### src/rtl/ps2_key_packer.sv
// Assembles PS/2 scancode bytes (E0/F0/E1 prefixes) into 11-bit key events
// with a toggle bit, and abandons stalled partial sequences after TIMEOUT cycles.
module ps2_key_packer #(
  parameter int unsigned TIMEOUT = 24576
) (
  input  logic        clk_sys,
  input  logic        I_RESETn,
  input  logic [7:0]  byte_in,
  input  logic        byte_valid,
  output logic [10:0] ps2_key,
  output logic        key_stb,
  output logic        seq_timeout
);

  localparam int unsigned TMO_W  = 16;
  localparam int unsigned SKIP_W = 3;
  localparam logic [TMO_W-1:0] TMO_LAST = TMO_W'(TIMEOUT - 1);

  typedef enum logic [2:0] {
    S_IDLE,
    S_EXT,
    S_BRK,
    S_EXT_BRK,
    S_PAUSE
  } state_e;

  state_e             state_q, state_d;
  logic [SKIP_W-1:0]  skip_q, skip_d;
  logic [TMO_W-1:0]   tmo_q, tmo_d;
  logic [10:0]        key_q;
  logic               stb_q, tmo_pulse_q;
  logic               expire_c, emit_c, pressed_c, ext_c;

  // A byte arriving in the expiry cycle wins over the timeout.
  assign expire_c = (state_q != S_IDLE) && !byte_valid && (tmo_q == TMO_LAST);

  // State and counter registers
  always_ff @(posedge clk_sys) begin
    if (!I_RESETn) begin
      state_q <= S_IDLE;
      skip_q  <= '0;
      tmo_q   <= '0;
    end else begin
      state_q <= state_d;
      skip_q  <= skip_d;
      tmo_q   <= tmo_d;
    end
  end

  // Next-state and counter logic
  always_comb begin
    state_d = state_q;
    skip_d  = skip_q;
    tmo_d   = (state_q == S_IDLE || byte_valid || expire_c) ? '0 : tmo_q + TMO_W'(1);
    if (byte_valid) begin
      case (state_q)
        S_IDLE: begin
          case (byte_in)
            8'hE0:   state_d = S_EXT;
            8'hF0:   state_d = S_BRK;
            8'hE1: begin
              state_d = S_PAUSE;
              skip_d  = SKIP_W'(7);
            end
            default: state_d = S_IDLE;
          endcase
        end
        S_EXT: begin
          case (byte_in)
            8'hF0:   state_d = S_EXT_BRK;
            8'hE0:   state_d = S_EXT;
            default: state_d = S_IDLE;
          endcase
        end
        S_PAUSE: begin
          skip_d = skip_q - SKIP_W'(1);
          if (skip_q <= SKIP_W'(1)) state_d = S_IDLE;
        end
        default: state_d = S_IDLE;
      endcase
    end else if (expire_c) begin
      state_d = S_IDLE;
      skip_d  = '0;
    end
  end

  // Event decode for the current byte
  always_comb begin
    emit_c    = 1'b0;
    pressed_c = 1'b0;
    ext_c     = 1'b0;
    if (byte_valid) begin
      case (state_q)
        S_IDLE: begin
          case (byte_in)
            8'hE0, 8'hF0, 8'hE1, 8'hAA, 8'hFA, 8'hFE, 8'hEE, 8'h00, 8'hFF: emit_c = 1'b0;
            default: begin
              emit_c    = 1'b1;
              pressed_c = 1'b1;
            end
          endcase
        end
        S_EXT: begin
          case (byte_in)
            8'hF0, 8'hE0, 8'h12: emit_c = 1'b0;
            default: begin
              emit_c    = 1'b1;
              pressed_c = 1'b1;
              ext_c     = 1'b1;
            end
          endcase
        end
        S_BRK:     emit_c = 1'b1;
        S_EXT_BRK: begin
          emit_c = (byte_in != 8'h12);
          ext_c  = 1'b1;
        end
        default:   emit_c = 1'b0;
      endcase
    end
  end

  // Registered outputs
  always_ff @(posedge clk_sys) begin
    if (!I_RESETn) begin
      key_q       <= '0;
      stb_q       <= 1'b0;
      tmo_pulse_q <= 1'b0;
    end else begin
      stb_q       <= emit_c;
      tmo_pulse_q <= expire_c;
      if (emit_c) key_q <= {~key_q[10], pressed_c, ext_c, byte_in};
    end
  end

  assign ps2_key     = key_q;
  assign key_stb     = stb_q;
  assign seq_timeout = tmo_pulse_q;

endmodule
### config.mk
export PLATFORM = sky130hd
export DESIGN_NAME = ps2_key_packer
export DESIGN_NICKNAME = d
export VERILOG_FILES = /design/src/rtl/ps2_key_packer.sv
export SDC_FILE = /design/constraint.sdc
export NUM_CORES = 1
export LEC_CHECK = 0
export ABC_CLOCK_PERIOD_IN_PS = 1800
export CORE_MARGIN = 4
export CORE_UTILIZATION = 48
export CTS_CLUSTER_SIZE = 25
export DETAILED_ROUTE_END_ITERATION = 8
export PLACE_DENSITY = 0.74
export SLEW_MARGIN = 0
export SYNTH_ARGS = -nofsm -noshare
export SYNTH_HDL_FRONTEND = slang
export SYNTH_SLANG_ARGS = --single-unit
### constraint.sdc
create_clock -name clk_sys -period 1.8 [get_ports clk_sys]
set_input_delay 0.36 -clock clk_sys [delete_from_list [all_inputs] [get_ports clk_sys]]
set_output_delay 0.36 -clock clk_sys [all_outputs]
set_load 0.01 [all_outputs]
==> flow_summary.html, run 1 <==
<table>
<tr><th>Metric</th><th>Value</th></tr>
<tr><th colspan="2">CTS</th></tr>
<tr><td>Buffer type at the clock tree root</td><td>sky130_fd_sc_hd__clkbuf_8</td></tr>
<tr><td>Hold-fix buffers at CTS</td><td>0</td></tr>
<tr><td>TritonCTS clock tree</td><td>done</td></tr>
<tr><td>H-tree level count</td><td>2</td></tr>
<tr><td>Number of sinks driven by the clock tree</td><td>35</td></tr>
<tr><td>Clock buffers created by TritonCTS</td><td>5</td></tr>
<tr><td>Clock-pin slew on the worst setup and hold paths</td><td>70 ps</td></tr>
<tr><td>Clock latency at the later pin of the worst-skew pair</td><td>290 ps</td></tr>
<tr><td>Max clock buf depth</td><td>2</td></tr>
<tr><th colspan="2">STA</th></tr>
<tr><td>Hold Violations, Final</td><td>0</td></tr>
<tr><td>Final period utilization</td><td>102%</td></tr>
<tr><td>Layout Skew</td><td>11.6 ps</td></tr>
<tr><td>Total setup violations reported at the end of the flow</td><td>1</td></tr>
<tr><td>Period minus WS final</td><td>1840 ps</td></tr>
<tr><td>Min setup slack post-route</td><td>-42.2 ps</td></tr>
<tr><td>Maximum clock frequency</td><td>543 MHz</td></tr>
<tr><td>Final Slew Violations</td><td>0</td></tr>
<tr><td>Actual slew at the worst max-slew pin</td><td>around 330 ps</td></tr>
<tr><td>WHS</td><td>459 ps</td></tr>
<tr><td>Setup repair after global routing missed its margin</td><td>yes</td></tr>
<tr><td>Rel. slew slack</td><td>about 80%</td></tr>
<tr><th colspan="2">Hold path</th></tr>
<tr><td>Hold Crit Class</td><td>reg -&gt; reg</td></tr>
<tr><th colspan="2">Logic synthesis</th></tr>
<tr><td>Syn_area_per_cell</td><td>between 8 and 9 um2</td></tr>
<tr><td>Number of flip-flops and latches in the synthesized netlist</td><td>35</td></tr>
<tr><td>Dominant register cell in the synthesized netlist</td><td>sky130_fd_sc_hd__dfxtp_1</td></tr>
<tr><td>Number of enable flip-flop cells after synthesis</td><td>0</td></tr>
<tr><td>Mapped Nets</td><td>~220</td></tr>
<tr><td>Part of the Yosys area used for sequential elements</td><td>between 40% and 50%</td></tr>
<tr><td>Post-Synthesis Cell Area</td><td>1750 um2</td></tr>
<tr><td>Proportion of synthesized flip-flops having asynchronous set or reset</td><td>0%</td></tr>
<tr><td>Synthesized instance count</td><td>203</td></tr>
<tr><td>Count of synthesis-stage warnings from yosys</td><td>0</td></tr>
<tr><td>Number of distinct library cell variants in the gate-level netlist after synthesis</td><td>44</td></tr>
<tr><th colspan="2">Drt</th></tr>
<tr><td>Vias per cell</td><td>~5.2</td></tr>
<tr><td>Number of remaining DRC errors</td><td>0</td></tr>
<tr><td>DRT Pass-1 Iters</td><td>4</td></tr>
<tr><td>Routed length per instance</td><td>13.1 um</td></tr>
<tr><td>Via Count</td><td>approximately 1600</td></tr>
<tr><td>Total length of routed wires</td><td>3950 um</td></tr>
<tr><td>Antenna viol nets, final</td><td>0</td></tr>
<tr><td>Drt first-iter violations</td><td>84</td></tr>
<tr><th colspan="2">Floorplanning</th></tr>
<tr><td>Chip Height</td><td>68.4 um</td></tr>
<tr><td>Initial core utilization</td><td>50.9%</td></tr>
<tr><td>Core area</td><td>3440 um2</td></tr>
<tr><td>Die width</td><td>68.4 um</td></tr>
<tr><td>Site Rows</td><td>21</td></tr>
<tr><td>Area of the die</td><td>4680 um2</td></tr>
<tr><td>Count of pins on the block boundary</td><td>24</td></tr>
<tr><th colspan="2">Critical path</th></tr>
<tr><td>Critical path's top delay family</td><td>simple AND/OR/NAND/NOR gates</td></tr>
<tr><td>Sort of element at the start of the critical path</td><td>primary input</td></tr>
<tr><td>Largest stage delay on the critical path</td><td>570 ps</td></tr>
<tr><td>Max stage delay cell, worst path</td><td>sky130_fd_sc_hd__or4_4</td></tr>
<tr><td>Data required time at the worst endpoint</td><td>1980 ps</td></tr>
<tr><td>Dominant cell type by count on the critical path</td><td>sky130_fd_sc_hd__a221oi_2</td></tr>
<tr><td>Crit. End Element</td><td>flop</td></tr>
<tr><td>Crit path arrival time</td><td>just over 2000 ps</td></tr>
<tr><td>Ordered list of cells on the worst path</td><td>buf_6 -&gt; or4_4 -&gt; o22ai_2 -&gt; a221oi_2 -&gt; a221oi_2 -&gt; buf_4 -&gt; and2b_2</td></tr>
<tr><td>Critical path buffer and inverter count</td><td>2</td></tr>
<tr><td>Worst Path Class, Setup</td><td>in -&gt; reg</td></tr>
<tr><td>Biggest fanout along the worst timing path</td><td>7</td></tr>
<tr><th colspan="2">Global routing</th></tr>
<tr><td>GR Util All Layers</td><td>between 10% and 20%</td></tr>
<tr><td>Most used routing layer</td><td>met1</td></tr>
<tr><td>Wire length of the first global-routing pass</td><td>6610 um</td></tr>
<tr><td>M3 GR Usage</td><td>6.24%</td></tr>
<tr><td>Number of global-route vias before repair</td><td>1445</td></tr>
<tr><td>Largest net degree at the start of global routing</td><td>21</td></tr>
<tr><td>Global-route met1 utilization</td><td>26.9%</td></tr>
<tr><td>Global-route met2 utilization</td><td>25.6%</td></tr>
<tr><td>Antenna violations before repair</td><td>0</td></tr>
<tr><td>Global-route congestion overflow total</td><td>0</td></tr>
<tr><th colspan="2">Power and ir drop</th></tr>
<tr><td>Comb pwr share</td><td>12.9%</td></tr>
<tr><td>Reg power frac</td><td>about half</td></tr>
<tr><td>Part of the power in the clock network</td><td>35.2%</td></tr>
<tr><td>Switching component of the power</td><td>between 0.0003 and 0.0004 W</td></tr>
<tr><td>Switching share of power</td><td>24.2%</td></tr>
<tr><td>Cell internal power dissipation</td><td>approximately 0.0012 W</td></tr>
<tr><td>Overall power</td><td>0.00155 W</td></tr>
<tr><td>Leakage power</td><td>0.923 nW</td></tr>
<tr><td>Cell Pwr Density</td><td>roughly 660 nW/um2</td></tr>
<tr><td>Peak VDD IR</td><td>0.645 mV</td></tr>
<tr><th colspan="2">Placement</th></tr>
<tr><td>Post-DP Area</td><td>2200 um2</td></tr>
<tr><td>Final weighted congestion in routability-driven placement</td><td>0.812</td></tr>
<tr><td>HPWL after DPL</td><td>2820 um</td></tr>
<tr><td>PortBufs</td><td>23</td></tr>
<tr><th colspan="2">Cells and area</th></tr>
<tr><td>Layout area overhead</td><td>33.2%</td></tr>
<tr><td>Multi-input logic area</td><td>1010 um2</td></tr>
<tr><td>Sequential standard cell area</td><td>701 um2</td></tr>
<tr><td>Final-stage net count</td><td>269</td></tr>
<tr><td>Antenna diode count</td><td>0</td></tr>
<tr><td>Final standard cell area without fillers</td><td>2330 um2</td></tr>
<tr><td>Proportion of layout cells with a drive suffix above 1</td><td>about a quarter</td></tr>
<tr><td>Number of filler cells placed in the layout</td><td>279</td></tr>
<tr><th colspan="2">Run</th></tr>
<tr><td>Max cap viols</td><td>0</td></tr>
<tr><th colspan="2">Outcome</th></tr>
<tr><td>Violated checks</td><td>setup timing</td></tr>
<tr><td>Status</td><td>complete, but fails checks</td></tr>
</table>
per-stage QoR:
stage / TNS (ps) / worst slack, ps / util, % / instances
6_report: -42.2 / -42.2 / 67.8 / 302
2_1_floorplan: -1350 / -130 / - / 203
4_1_cts: -38.6 / -38.6 / 66.7 / 300
3_5_place_dp: -9660 / -713 / 64.0 / 289
5_1_grt: -272 / -77.8 / 67.8 / 302
3_3_place_gp: -8760 / -652 / 64.0 / 289
final timing paths:
check / slack (ps) / from / to / cells past startpoint
worst max-delay path: -40 / byte_in[3] / key_stb / 7
worst max register to register: 150 / state_q[0] / ps2_key[9] / 6
worst min-delay path: 460 / ps2_key[0] / ps2_key[0] / 2
worst min register to register: 460 / ps2_key[0] / ps2_key[0] / 2
what timing repair did:
action / CTS / global route
resized for setup: 34 / 8
setup buffers: 3 / 2
endpoints found under the setup margin: 15 / 15
pin swaps: 9 / 3
kinds of logic (layout without fill, tap and decap cells):
kind of cell	count (synthesis)	after routing	synth area share (%)
flip-flops	35	35	40.0
AO/OA/AOI/OAI	24	24	10.6
AND/OR/NAND/NOR	101	101	29.4
multiplexers	10	10	5.71
adder cells (fa/ha/maj)	3	3	2.14
buffers and inverters	16	69	5.21
XOR/XNOR	14	14	7.00
worst min-delay path, cell delays in order, from the launching register on:
cell                      delay, ps
sky130_fd_sc_hd__dfxtp_1        310
sky130_fd_sc_hd__nand2_1         50
sky130_fd_sc_hd__mux2i_1         50
cell type report:
cell class | instances | share of cell area, %
Multi-Input combinational cell | 152 | 43.5
Sequential cell | 35 | 30.0
Timing Repair Buffer | 55 | 19.6
Clock buffer | 7 | 3.27
Tap cell | 46 | 2.47
Inverter | 6 | 0.965
Clock inverter | 1 | 0.214
routing by layer:
metal / wire (um) / vias up / part of all wire [%]
met2: 1680 / 37 / 43
met4: 59 / 0 / 1.5
met3: 281 / 4 / 7.1
li1: - / 810 / -
met1: 1920 / 719 / 49
met5: 0 / - / 0
flip-flops by register name (all words and copies together), names as in the netlist:
signal,count
tmo_q,16
skip_q,3
seq_timeout,1
key_stb,1
state_q,3
ps2_key,11
synthesized netlist by cell type, types with 2 or more instances:
| cell type | count | area (um2) |
|---|---|---|
| sky130_fd_sc_hd__dfxtp_1 | 35 | 701 |
| sky130_fd_sc_hd__nand2_1 | 32 | 120 |
| sky130_fd_sc_hd__nor2_1 | 22 | 82.6 |
| sky130_fd_sc_hd__nand3_1 | 14 | 70.1 |
| sky130_fd_sc_hd__xor2_1 | 12 | 105 |
| sky130_fd_sc_hd__mux2i_1 | 10 | 100 |
| sky130_fd_sc_hd__inv_1 | 6 | 22.5 |
| sky130_fd_sc_hd__a21boi_0 | 5 | 37.5 |
| sky130_fd_sc_hd__nand4_1 | 4 | 25.0 |
| sky130_fd_sc_hd__nand4b_1 | 4 | 35.0 |
| sky130_fd_sc_hd__o21ai_0 | 4 | 20.0 |
| sky130_fd_sc_hd__and3_1 | 3 | 18.8 |
| sky130_fd_sc_hd__clkbuf_1 | 3 | 11.3 |
| sky130_fd_sc_hd__clkbuf_2 | 3 | 15.0 |
| sky130_fd_sc_hd__ha_1 | 3 | 37.5 |
| sky130_fd_sc_hd__or3_1 | 3 | 18.8 |
| sky130_fd_sc_hd__a21oi_1 | 2 | 10.0 |
| sky130_fd_sc_hd__a221oi_2 | 2 | 30.0 |
| sky130_fd_sc_hd__and4_1 | 2 | 17.5 |
| sky130_fd_sc_hd__buf_6 | 2 | 22.5 |
| sky130_fd_sc_hd__dlygate4sd3_1 | 2 | 20.0 |
| sky130_fd_sc_hd__nor2b_1 | 2 | 12.5 |
| sky130_fd_sc_hd__nor3_1 | 2 | 10.0 |
| sky130_fd_sc_hd__nor3b_1 | 2 | 15.0 |
| sky130_fd_sc_hd__nor4_1 | 2 | 12.5 |
| sky130_fd_sc_hd__o211a_1 | 2 | 20.0 |
| sky130_fd_sc_hd__o22ai_1 | 2 | 12.5 |
| sky130_fd_sc_hd__xnor2_1 | 2 | 17.5 |
power by group through the flow:
stage / clock network [W] / logic [W] / registers, W
floorplan: 0 / 0.0000865 / 0.000829
global placement: 0 / 0.000195 / 0.000822
detailed placement: 0 / 0.000197 / 0.000822
CTS: 0.000562 / 0.000195 / 0.000804
global route: 0.000601 / 0.000218 / 0.000806
finish: 0.000545 / 0.000200 / 0.000804
cell usage in the layout (no fill, tap or decap), types with 2 or more instances in the layout:
| cell | synthesis | final |
|---|---|---|
| sky130_fd_sc_hd__dfxtp_1 | 35 | 35 |
| sky130_fd_sc_hd__nand2_1 | 32 | 32 |
| sky130_fd_sc_hd__buf_4 | 0 | 30 |
| sky130_fd_sc_hd__nor2_1 | 22 | 22 |
| sky130_fd_sc_hd__clkdlybuf4s50_1 | 0 | 15 |
| sky130_fd_sc_hd__nand3_1 | 14 | 14 |
| sky130_fd_sc_hd__xor2_1 | 12 | 12 |
| sky130_fd_sc_hd__mux2i_1 | 10 | 10 |
| sky130_fd_sc_hd__inv_1 | 6 | 6 |
| sky130_fd_sc_hd__a21boi_0 | 5 | 5 |
| sky130_fd_sc_hd__clkbuf_8 | 0 | 5 |
| sky130_fd_sc_hd__buf_6 | 2 | 5 |
| sky130_fd_sc_hd__nand4_1 | 4 | 4 |
| sky130_fd_sc_hd__nand4b_1 | 4 | 4 |
| sky130_fd_sc_hd__buf_2 | 0 | 4 |
| sky130_fd_sc_hd__and3_1 | 3 | 3 |
| sky130_fd_sc_hd__ha_1 | 3 | 3 |
| sky130_fd_sc_hd__and4_1 | 2 | 2 |
| sky130_fd_sc_hd__nor4_2 | 1 | 2 |
| sky130_fd_sc_hd__or3_1 | 3 | 2 |
| sky130_fd_sc_hd__nor2b_1 | 2 | 2 |
| sky130_fd_sc_hd__xnor2_1 | 2 | 2 |
| sky130_fd_sc_hd__a221oi_2 | 2 | 2 |
| sky130_fd_sc_hd__a21oi_1 | 2 | 2 |
| sky130_fd_sc_hd__o211a_1 | 2 | 2 |
| sky130_fd_sc_hd__o21ai_0 | 4 | 2 |
| sky130_fd_sc_hd__clkbuf_1 | 3 | 2 |
No activity file was read; power rests on OpenSTA's default activity.
==> run 2: changes to the inputs <==
--- a/config.mk
+++ b/config.mk
@@ -11,6 +11,7 @@
 export CTS_CLUSTER_SIZE = 25
 export DETAILED_ROUTE_END_ITERATION = 8
 export PLACE_DENSITY = 0.74
+export SETUP_SLACK_MARGIN = 0.5
 export SLEW_MARGIN = 0
 export SYNTH_ARGS = -nofsm -noshare
 export SYNTH_HDL_FRONTEND = slang
==> flow_summary.html, run 2 (synthesis gave the netlist of run 1 again) <==
<table>
<tr><th>Metric</th><th>Value</th></tr>
<tr><th colspan="2">Drt</th></tr>
<tr><td>DRT Pass-1 Iters</td><td>4 (unchanged)</td></tr>
<tr><td>Antenna viol nets, final</td><td>0 (unchanged)</td></tr>
<tr><td>Via Count</td><td>1718 (was 1570)</td></tr>
<tr><td>Vias per cell</td><td>5.39 (was 5.20)</td></tr>
<tr><td>Total length of routed wires</td><td>5190 um (was 3950 um)</td></tr>
<tr><td>Drt first-iter violations</td><td>146 (was 84)</td></tr>
<tr><td>Number of remaining DRC errors</td><td>0 (unchanged)</td></tr>
<tr><td>Routed length per instance</td><td>16.3 um (was 13.1 um)</td></tr>
<tr><th colspan="2">Power and ir drop</th></tr>
<tr><td>Cell Pwr Density</td><td>571 nW/um2 (was 664 nW/um2)</td></tr>
<tr><td>Leakage power</td><td>1.13 nW (was 0.923 nW)</td></tr>
<tr><td>Peak VDD IR</td><td>0.558 mV (was 0.645 mV)</td></tr>
<tr><th colspan="2">CTS</th></tr>
<tr><td>TritonCTS clock tree</td><td>done (unchanged)</td></tr>
<tr><td>H-tree level count</td><td>2 (unchanged)</td></tr>
<tr><td>Clock buffers created by TritonCTS</td><td>5 (unchanged)</td></tr>
<tr><td>Buffer type at the clock tree root</td><td>sky130_fd_sc_hd__clkbuf_8 (unchanged)</td></tr>
<tr><td>Hold-fix buffers at CTS</td><td>0 (unchanged)</td></tr>
<tr><td>Clock latency at the later pin of the worst-skew pair</td><td>290 ps (about the same)</td></tr>
<tr><td>Max clock buf depth</td><td>2 (unchanged)</td></tr>
<tr><td>Clock-pin slew on the worst setup and hold paths</td><td>80 ps (was 70 ps)</td></tr>
<tr><td>Number of sinks driven by the clock tree</td><td>35 (unchanged)</td></tr>
<tr><th colspan="2">STA</th></tr>
<tr><td>Total setup violations reported at the end of the flow</td><td>12 (was 1)</td></tr>
<tr><td>Final setup TNS</td><td>-829 ps (was -42.2 ps)</td></tr>
<tr><td>Layout Skew</td><td>8.46 ps (was 11.6 ps)</td></tr>
<tr><td>Final period utilization</td><td>107% (was 102%)</td></tr>
<tr><td>Min setup slack post-route</td><td>-119 ps (was -42.2 ps)</td></tr>
<tr><td>Maximum clock frequency</td><td>521 MHz (was 543 MHz)</td></tr>
<tr><td>Actual slew at the worst max-slew pin</td><td>393 ps (was 332 ps)</td></tr>
<tr><td>Rel. slew slack</td><td>73.8% (was 77.7%)</td></tr>
<tr><td>Hold Violations, Final</td><td>0 (unchanged)</td></tr>
<tr><td>Final Slew Violations</td><td>0 (unchanged)</td></tr>
<tr><td>Setup repair after global routing missed its margin</td><td>yes (unchanged)</td></tr>
<tr><td>Period minus WS final</td><td>1920 ps (was 1840 ps)</td></tr>
<tr><td>WHS</td><td>450 ps (was 459 ps)</td></tr>
<tr><th colspan="2">Critical path</th></tr>
<tr><td>Sort of element at the start of the critical path</td><td>primary input (unchanged)</td></tr>
<tr><td>Worst Path Class, Setup</td><td>in -&gt; reg (unchanged)</td></tr>
<tr><td>Largest stage delay on the critical path</td><td>570 ps (about the same)</td></tr>
<tr><td>Ordered list of cells on the worst path</td><td>buf_6 -&gt; or4_4 -&gt; o22ai_2 -&gt; a221oi_2 -&gt; a221oi_2 -&gt; buf_6 -&gt; and2b_2 (was buf_6 -&gt; or4_4 -&gt; o22ai_2 -&gt; a221oi_2 -&gt; a221oi_2 -&gt; buf_4 -&gt; and2b_2)</td></tr>
<tr><td>Data required time at the worst endpoint</td><td>1980 ps (about the same)</td></tr>
<tr><td>Worst Setup SP</td><td>byte_in[3] (unchanged)</td></tr>
<tr><td>Max stage delay cell, worst path</td><td>sky130_fd_sc_hd__or4_4 (unchanged)</td></tr>
<tr><td>Crit. End Element</td><td>flop (unchanged)</td></tr>
<tr><td>Biggest fanout along the worst timing path</td><td>5 (was 7)</td></tr>
<tr><td>Reg-to-Reg Start</td><td>state_q[0] (unchanged)</td></tr>
<tr><td>Crit path arrival time</td><td>2100 ps (was 2020 ps)</td></tr>
<tr><th colspan="2">Cells and area</th></tr>
<tr><td>Proportion of layout cells with a drive suffix above 1</td><td>46.9% (was 23.8%)</td></tr>
<tr><td>Top reg by flops</td><td>tmo_q (unchanged)</td></tr>
<tr><td>Count of non-filler cells in the finished layout</td><td>319 (was 302)</td></tr>
<tr><td>Max reg flops</td><td>16 (unchanged)</td></tr>
<tr><td>Final-stage net count</td><td>286 (was 269)</td></tr>
<tr><td>Multi-input logic area</td><td>1240 um2 (was 1010 um2)</td></tr>
<tr><td>Sequential standard cell area</td><td>729 um2 (was 701 um2)</td></tr>
<tr><td>Final core utilization</td><td>79.6% (was 67.8%)</td></tr>
<tr><td>Antenna diode count</td><td>0 (unchanged)</td></tr>
<tr><td>Most common cell after layout, fill and taps aside</td><td>sky130_fd_sc_hd__buf_4 (was sky130_fd_sc_hd__dfxtp_1)</td></tr>
<tr><td>Layout area overhead</td><td>56.5% (was 33.2%)</td></tr>
<tr><td>Most used cells in the layout excluding fill and tap cells</td><td>sky130_fd_sc_hd__buf_4, sky130_fd_sc_hd__nand2_1, sky130_fd_sc_hd__dfxtp_1 (was sky130_fd_sc_hd__dfxtp_1, sky130_fd_sc_hd__nand2_1, sky130_fd_sc_hd__buf_4)</td></tr>
<tr><td>Number of filler cells placed in the layout</td><td>209 (was 279)</td></tr>
<tr><th colspan="2">Floorplanning</th></tr>
<tr><td>Count of pins on the block boundary</td><td>24 (unchanged)</td></tr>
<tr><td>Die width</td><td>68.4 um (unchanged)</td></tr>
<tr><td>Core area</td><td>3440 um2 (unchanged)</td></tr>
<tr><td>Area of the die</td><td>4680 um2 (unchanged)</td></tr>
<tr><td>Initial core utilization</td><td>50.9% (unchanged)</td></tr>
<tr><td>Site Rows</td><td>21 (unchanged)</td></tr>
<tr><td>Chip Height</td><td>68.4 um (unchanged)</td></tr>
<tr><th colspan="2">Global routing</th></tr>
<tr><td>Global-route congestion overflow total</td><td>0 (unchanged)</td></tr>
<tr><td>Global-route met2 utilization</td><td>36.7% (was 25.6%)</td></tr>
<tr><td>GR Util All Layers</td><td>22.0% (was 19.1%)</td></tr>
<tr><td>Most used routing layer</td><td>met2 (was met1)</td></tr>
<tr><td>Largest net degree at the start of global routing</td><td>18 (was 21)</td></tr>
<tr><td>Number of global-route vias before repair</td><td>1679 (was 1445)</td></tr>
<tr><td>Antenna violations before repair</td><td>0 (unchanged)</td></tr>
<tr><td>M3 GR Usage</td><td>4.76% (was 6.24%)</td></tr>
<tr><td>Wire length of the first global-routing pass</td><td>7630 um (was 6610 um)</td></tr>
<tr><td>Global-route met1 utilization</td><td>27.4% (was 26.9%)</td></tr>
<tr><th colspan="2">Outcome</th></tr>
<tr><td>Status</td><td>complete, but fails checks (unchanged)</td></tr>
<tr><td>Violated checks</td><td>setup timing (unchanged)</td></tr>
<tr><th colspan="2">Placement</th></tr>
<tr><td>HPWL after DPL</td><td>3110 um (was 2820 um)</td></tr>
<tr><td>PortBufs</td><td>23 (unchanged)</td></tr>
<tr><td>Final weighted congestion in routability-driven placement</td><td>0.883 (was 0.812)</td></tr>
<tr><td>Number of placed instances with taps included</td><td>288 (was 289)</td></tr>
<tr><th colspan="2">Run</th></tr>
<tr><td>Max cap viols</td><td>0 (unchanged)</td></tr>
<tr><th colspan="2">Hold path</th></tr>
<tr><td>Hold Crit Class</td><td>in -&gt; reg (was reg -&gt; reg)</td></tr>
<tr><td>Origin of the worst min-delay path</td><td>byte_in[7] (was ps2_key[0])</td></tr>
</table>
-- run 2: worst max-delay path: cells and delay by family --
family,cells,cell delay (ps)
buf+inv,2,280
simple gates,2,780
compound gates,3,670
-- run 2: final timing paths --
path | depth (start not counted) | end | slack (ps)
worst max register to register | 6 | ps2_key[9] | 150
worst min register to register | 2 | ps2_key[3] | 460
worst min-delay path | 4 | ps2_key[7] | 450
worst max-delay path | 7 | key_stb | -120
-- run 2: layer usage --
metal / up-vias / share of wire, % / wire [um]
met2: 50 / 51 / 2640
met5: - / 0 / 0
met1: 808 / 42 / 2180
li1: 849 / - / -
met3: 11 / 5.6 / 290
met4: 0 / 1.6 / 81
-- run 2: repair_timing --
action                     4_1_cts  5_1_grt
setup endpoints to repair       48       37
gates cloned                     2        0
pin swaps                       16       14
buffers inserted                 9       12
resized for setup               81       46
-- run 2: area by class of cell --
cell class	instances	share of cell area, %
clock inverter	2	0.456
sequential	35	26.6
timing repair buffer	71	22.1
tap	46	2.10
clock buffer	6	2.65
multi-input combinational	153	45.2
inverter	6	0.822
-- run 2: report_power, final --
part / internal (W) / switching (W)
combinational: 0.000111 / 0.000105
sequential: 0.000787 / 0.00000979
clock: 0.000270 / 0.000284
total: 0.00117 / 0.000398
-- run 2: stage by stage --
stage          setup slack [ps]  area (um2)  power, W
6_report                   -119        2740   0.00157
3_3_place_gp               -687        2260   0.00101
2_1_floorplan              -129        1890  0.000916
5_1_grt                    -199        2740   0.00164
3_5_place_dp               -737        2260   0.00102
4_1_cts                   -66.1        2500   0.00156
==> run 3: changes to the inputs <==
--- a/config.mk
+++ b/config.mk
@@ -7,10 +7,11 @@
 export LEC_CHECK = 0
 export ABC_CLOCK_PERIOD_IN_PS = 1800
 export CORE_MARGIN = 4
-export CORE_UTILIZATION = 48
+export CORE_UTILIZATION = 55
 export CTS_CLUSTER_SIZE = 25
 export DETAILED_ROUTE_END_ITERATION = 8
-export PLACE_DENSITY = 0.74
+export DONT_BUFFER_PORTS = 1
+export PLACE_DENSITY = 0.73
 export SETUP_SLACK_MARGIN = 0.5
 export SLEW_MARGIN = 0
 export SYNTH_ARGS = -nofsm -noshare
==> flow_summary.html, run 3 (synthesis gave the netlist of run 1 again) <==
<table>
<tr><th>Metric</th><th>Value</th></tr>
<tr><th colspan="2">Outcome</th></tr>
<tr><td>Status</td><td>completed (was complete, but fails checks)</td></tr>
<tr><th colspan="2">CTS</th></tr>
<tr><td>TritonCTS clock tree</td><td>done (unchanged)</td></tr>
<tr><td>Clock buffers created by TritonCTS</td><td>5 (unchanged)</td></tr>
<tr><td>Hold-fix buffers at CTS</td><td>0 (unchanged)</td></tr>
<tr><td>Clock-pin slew on the worst setup and hold paths</td><td>110 ps (was 80 ps)</td></tr>
<tr><td>Buffer type at the clock tree root</td><td>sky130_fd_sc_hd__clkbuf_4 (was sky130_fd_sc_hd__clkbuf_8)</td></tr>
<tr><td>Clock latency at the later pin of the worst-skew pair</td><td>350 ps (was 290 ps)</td></tr>
<tr><td>Number of sinks driven by the clock tree</td><td>35 (unchanged)</td></tr>
<tr><td>Max clock buf depth</td><td>2 (unchanged)</td></tr>
<tr><td>H-tree level count</td><td>2 (unchanged)</td></tr>
<tr><th colspan="2">Cells and area</th></tr>
<tr><td>Most used cells in the layout excluding fill and tap cells</td><td>sky130_fd_sc_hd__nand2_1, sky130_fd_sc_hd__buf_4, sky130_fd_sc_hd__nor2_1, sky130_fd_sc_hd__dfxtp_1 (was sky130_fd_sc_hd__buf_4, sky130_fd_sc_hd__nand2_1, sky130_fd_sc_hd__dfxtp_1)</td></tr>
<tr><td>Sequential standard cell area</td><td>729 um2 (unchanged)</td></tr>
<tr><td>Most common cell after layout, fill and taps aside</td><td>sky130_fd_sc_hd__nand2_1 (was sky130_fd_sc_hd__buf_4)</td></tr>
<tr><td>Final-stage net count</td><td>238 (was 286)</td></tr>
<tr><td>Antenna diode count</td><td>0 (unchanged)</td></tr>
<tr><td>Number of filler cells placed in the layout</td><td>232 (was 209)</td></tr>
<tr><td>Max reg flops</td><td>16 (unchanged)</td></tr>
<tr><td>Proportion of layout cells with a drive suffix above 1</td><td>33.8% (was 46.9%)</td></tr>
<tr><td>Final standard cell area without fillers</td><td>2170 um2 (was 2740 um2)</td></tr>
<tr><td>Count of non-filler cells in the finished layout</td><td>269 (was 319)</td></tr>
<tr><td>Top reg by flops</td><td>tmo_q (unchanged)</td></tr>
<tr><td>Layout area overhead</td><td>23.9% (was 56.5%)</td></tr>
<tr><td>Multi-input logic area</td><td>1130 um2 (was 1240 um2)</td></tr>
<tr><th colspan="2">Placement</th></tr>
<tr><td>Post-Place Setup Slack</td><td>-261 ps (was -737 ps)</td></tr>
<tr><td>Number of placed instances with taps included</td><td>246 (was 288)</td></tr>
<tr><td>PortBufs</td><td>0 (was 23)</td></tr>
<tr><td>HPWL after DPL</td><td>2670 um (was 3110 um)</td></tr>
<tr><td>Post-DP Area</td><td>1900 um2 (was 2260 um2)</td></tr>
<tr><td>Final weighted congestion in routability-driven placement</td><td>0.774 (was 0.883)</td></tr>
<tr><th colspan="2">Critical path</th></tr>
<tr><td>Cell count of the worst reg-to-reg path</td><td>4 (was 6)</td></tr>
<tr><td>Crit path arrival time</td><td>1890 ps (was 2100 ps)</td></tr>
<tr><td>Biggest fanout along the worst timing path</td><td>7 (was 5)</td></tr>
<tr><td>Crit. End Element</td><td>flop (unchanged)</td></tr>
<tr><td>Data required time at the worst endpoint</td><td>2050 ps (was 1980 ps)</td></tr>
<tr><td>Reg-to-Reg Start</td><td>state_q[1] (was state_q[0])</td></tr>
<tr><td>Worst Path Class, Setup</td><td>in -&gt; reg (unchanged)</td></tr>
<tr><td>Setup slack, reg-to-reg</td><td>250 ps (was 150 ps)</td></tr>
<tr><td>R2r endpoint</td><td>key_stb (was ps2_key[9])</td></tr>
<tr><td>Sort of element at the start of the critical path</td><td>primary input (unchanged)</td></tr>
<tr><th colspan="2">STA</th></tr>
<tr><td>Maximum clock frequency</td><td>608 MHz (was 521 MHz)</td></tr>
<tr><td>Rel. slew slack</td><td>53.6% (was 73.8%)</td></tr>
<tr><td>Final period utilization</td><td>91.3% (was 107%)</td></tr>
<tr><td>Hold Violations, Final</td><td>0 (unchanged)</td></tr>
<tr><td>Final Slew Violations</td><td>0 (unchanged)</td></tr>
<tr><td>Total setup violations reported at the end of the flow</td><td>0 (was 12)</td></tr>
<tr><td>WHS</td><td>109 ps (was 450 ps)</td></tr>
<tr><td>Actual slew at the worst max-slew pin</td><td>694 ps (was 393 ps)</td></tr>
<tr><td>Layout Skew</td><td>9.68 ps (was 8.46 ps)</td></tr>
<tr><td>Min setup slack post-route</td><td>156 ps (was -119 ps)</td></tr>
<tr><td>Period minus WS final</td><td>1640 ps (was 1920 ps)</td></tr>
<tr><td>Setup repair after global routing missed its margin</td><td>yes (unchanged)</td></tr>
<tr><th colspan="2">Drt</th></tr>
<tr><td>Antenna viol nets, final</td><td>0 (unchanged)</td></tr>
<tr><td>Drt first-iter violations</td><td>47 (was 146)</td></tr>
<tr><td>Total length of routed wires</td><td>3800 um (was 5190 um)</td></tr>
<tr><td>Number of remaining DRC errors</td><td>0 (unchanged)</td></tr>
<tr><td>Vias per cell</td><td>5.56 (was 5.39)</td></tr>
<tr><td>DRT Pass-1 Iters</td><td>4 (unchanged)</td></tr>
<tr><td>Via Count</td><td>1495 (was 1718)</td></tr>
<tr><td>Routed length per instance</td><td>14.1 um (was 16.3 um)</td></tr>
<tr><th colspan="2">Hold path</th></tr>
<tr><td>Depth of the worst hold-timing path</td><td>1 (was 4)</td></tr>
<tr><td>Hold Crit Class</td><td>in -&gt; reg (unchanged)</td></tr>
<tr><td>End point of the worst hold path</td><td>state_q[0] (was ps2_key[7])</td></tr>
<tr><td>Origin of the worst min-delay path</td><td>byte_in[4] (was byte_in[7])</td></tr>
<tr><th colspan="2">Global routing</th></tr>
<tr><td>Global-route met2 utilization</td><td>37.5% (was 36.7%)</td></tr>
<tr><td>Antenna violations before repair</td><td>0 (unchanged)</td></tr>
<tr><td>Largest net degree at the start of global routing</td><td>31 (was 18)</td></tr>
<tr><td>Most used routing layer</td><td>met2 (unchanged)</td></tr>
<tr><td>Global-route met1 utilization</td><td>21.1% (was 27.4%)</td></tr>
<tr><td>GR Util All Layers</td><td>20.0% (was 22.0%)</td></tr>
<tr><td>Global-route congestion overflow total</td><td>0 (unchanged)</td></tr>
<tr><td>M3 GR Usage</td><td>6.59% (was 4.76%)</td></tr>
<tr><td>Number of global-route vias before repair</td><td>1562 (was 1679)</td></tr>
<tr><td>Wire length of the first global-routing pass</td><td>6580 um (was 7630 um)</td></tr>
<tr><th colspan="2">Floorplanning</th></tr>
<tr><td>Count of pins on the block boundary</td><td>24 (unchanged)</td></tr>
<tr><td>Area of the die</td><td>4150 um2 (was 4680 um2)</td></tr>
<tr><td>Site Rows</td><td>20 (was 21)</td></tr>
<tr><td>Die width</td><td>64.4 um (was 68.4 um)</td></tr>
<tr><td>Chip Height</td><td>64.4 um (was 68.4 um)</td></tr>
<tr><td>Initial core utilization</td><td>57.4% (was 50.9%)</td></tr>
<tr><td>Core area</td><td>3050 um2 (was 3440 um2)</td></tr>
<tr><th colspan="2">Power and ir drop</th></tr>
<tr><td>Leakage power</td><td>0.814 nW (was 1.13 nW)</td></tr>
<tr><td>Cell Pwr Density</td><td>604 nW/um2 (was 571 nW/um2)</td></tr>
<tr><td>Peak VDD IR</td><td>0.496 mV (was 0.558 mV)</td></tr>
<tr><th colspan="2">Run</th></tr>
<tr><td>Max cap viols</td><td>0 (unchanged)</td></tr>
</table>
-- run 3: cell count changes in the layout (fill, tap and decap cells not counted), sizes merged --
cell and delta:
buf -33, clkdlybuf4s15 -2, clkdlybuf4s50 -1, dlygate4sd2 -12
-- run 3: how the worst max path moves through the flow --
stage | slack [ps] | to | startpoint | cells past startpoint
after floorplan | -130 | ps2_key[0] | byte_in[3] | 7
after global placement | -200 | key_stb | byte_in[5] | 6
after detailed placement | -260 | key_stb | byte_in[5] | 6
after CTS | 140 | key_stb | byte_in[0] | 6
after global routing | 90 | key_stb | byte_in[5] | 6
final | 160 | key_stb | byte_in[0] | 6
-- run 3: cell type report --
type / count / share of cell area (%)
multi-input combinational: 153 / 52.0
sequential: 35 / 33.6
timing repair buffer: 23 / 8.30
tap: 44 / 2.54
clock buffer: 6 / 1.90
inverter: 6 / 1.04
clock inverter: 2 / 0.576
-- run 3: metal layers --
metal  vias up  part of all wire (%)
met1       709                    41
met3         9                   5.6
li1        750                     -
met5         -                     0
met2        27                    52
met4         0                   1.8
-- run 3: where the power goes --
group | internal [W] | switching [W]
clock | 0.000151 | 0.000270
sequential | 0.000787 | 0.0000206
combinational | 0.0000440 | 0.0000380
-- run 3: through the flow --
step	total power [W]	setup TNS, ps	utilization [%]
after floorplan	0.000916	-1340	-
after global placement	0.000908	-1430	62.3
after detailed placement	0.000909	-2200	62.3
after CTS	0.00132	0	68.8
after global routing	0.00137	0	71.1
final	0.00131	0	71.1
-- run 3: repair_timing --
item	4_1_cts	5_1_grt
resized for setup	18	18
pin swaps	8	6
gates cloned	1	0
setup buffers	11	3
setup endpoints to repair	31	35
-- run 3: critical path, stage by stage --
cell and delay, ps:
sky130_fd_sc_hd__or4_4 550, sky130_fd_sc_hd__o22ai_2 180, sky130_fd_sc_hd__a221oi_2 90, sky130_fd_sc_hd__a221oi_2 270
sky130_fd_sc_hd__buf_4 220, sky130_fd_sc_hd__and2b_2 220
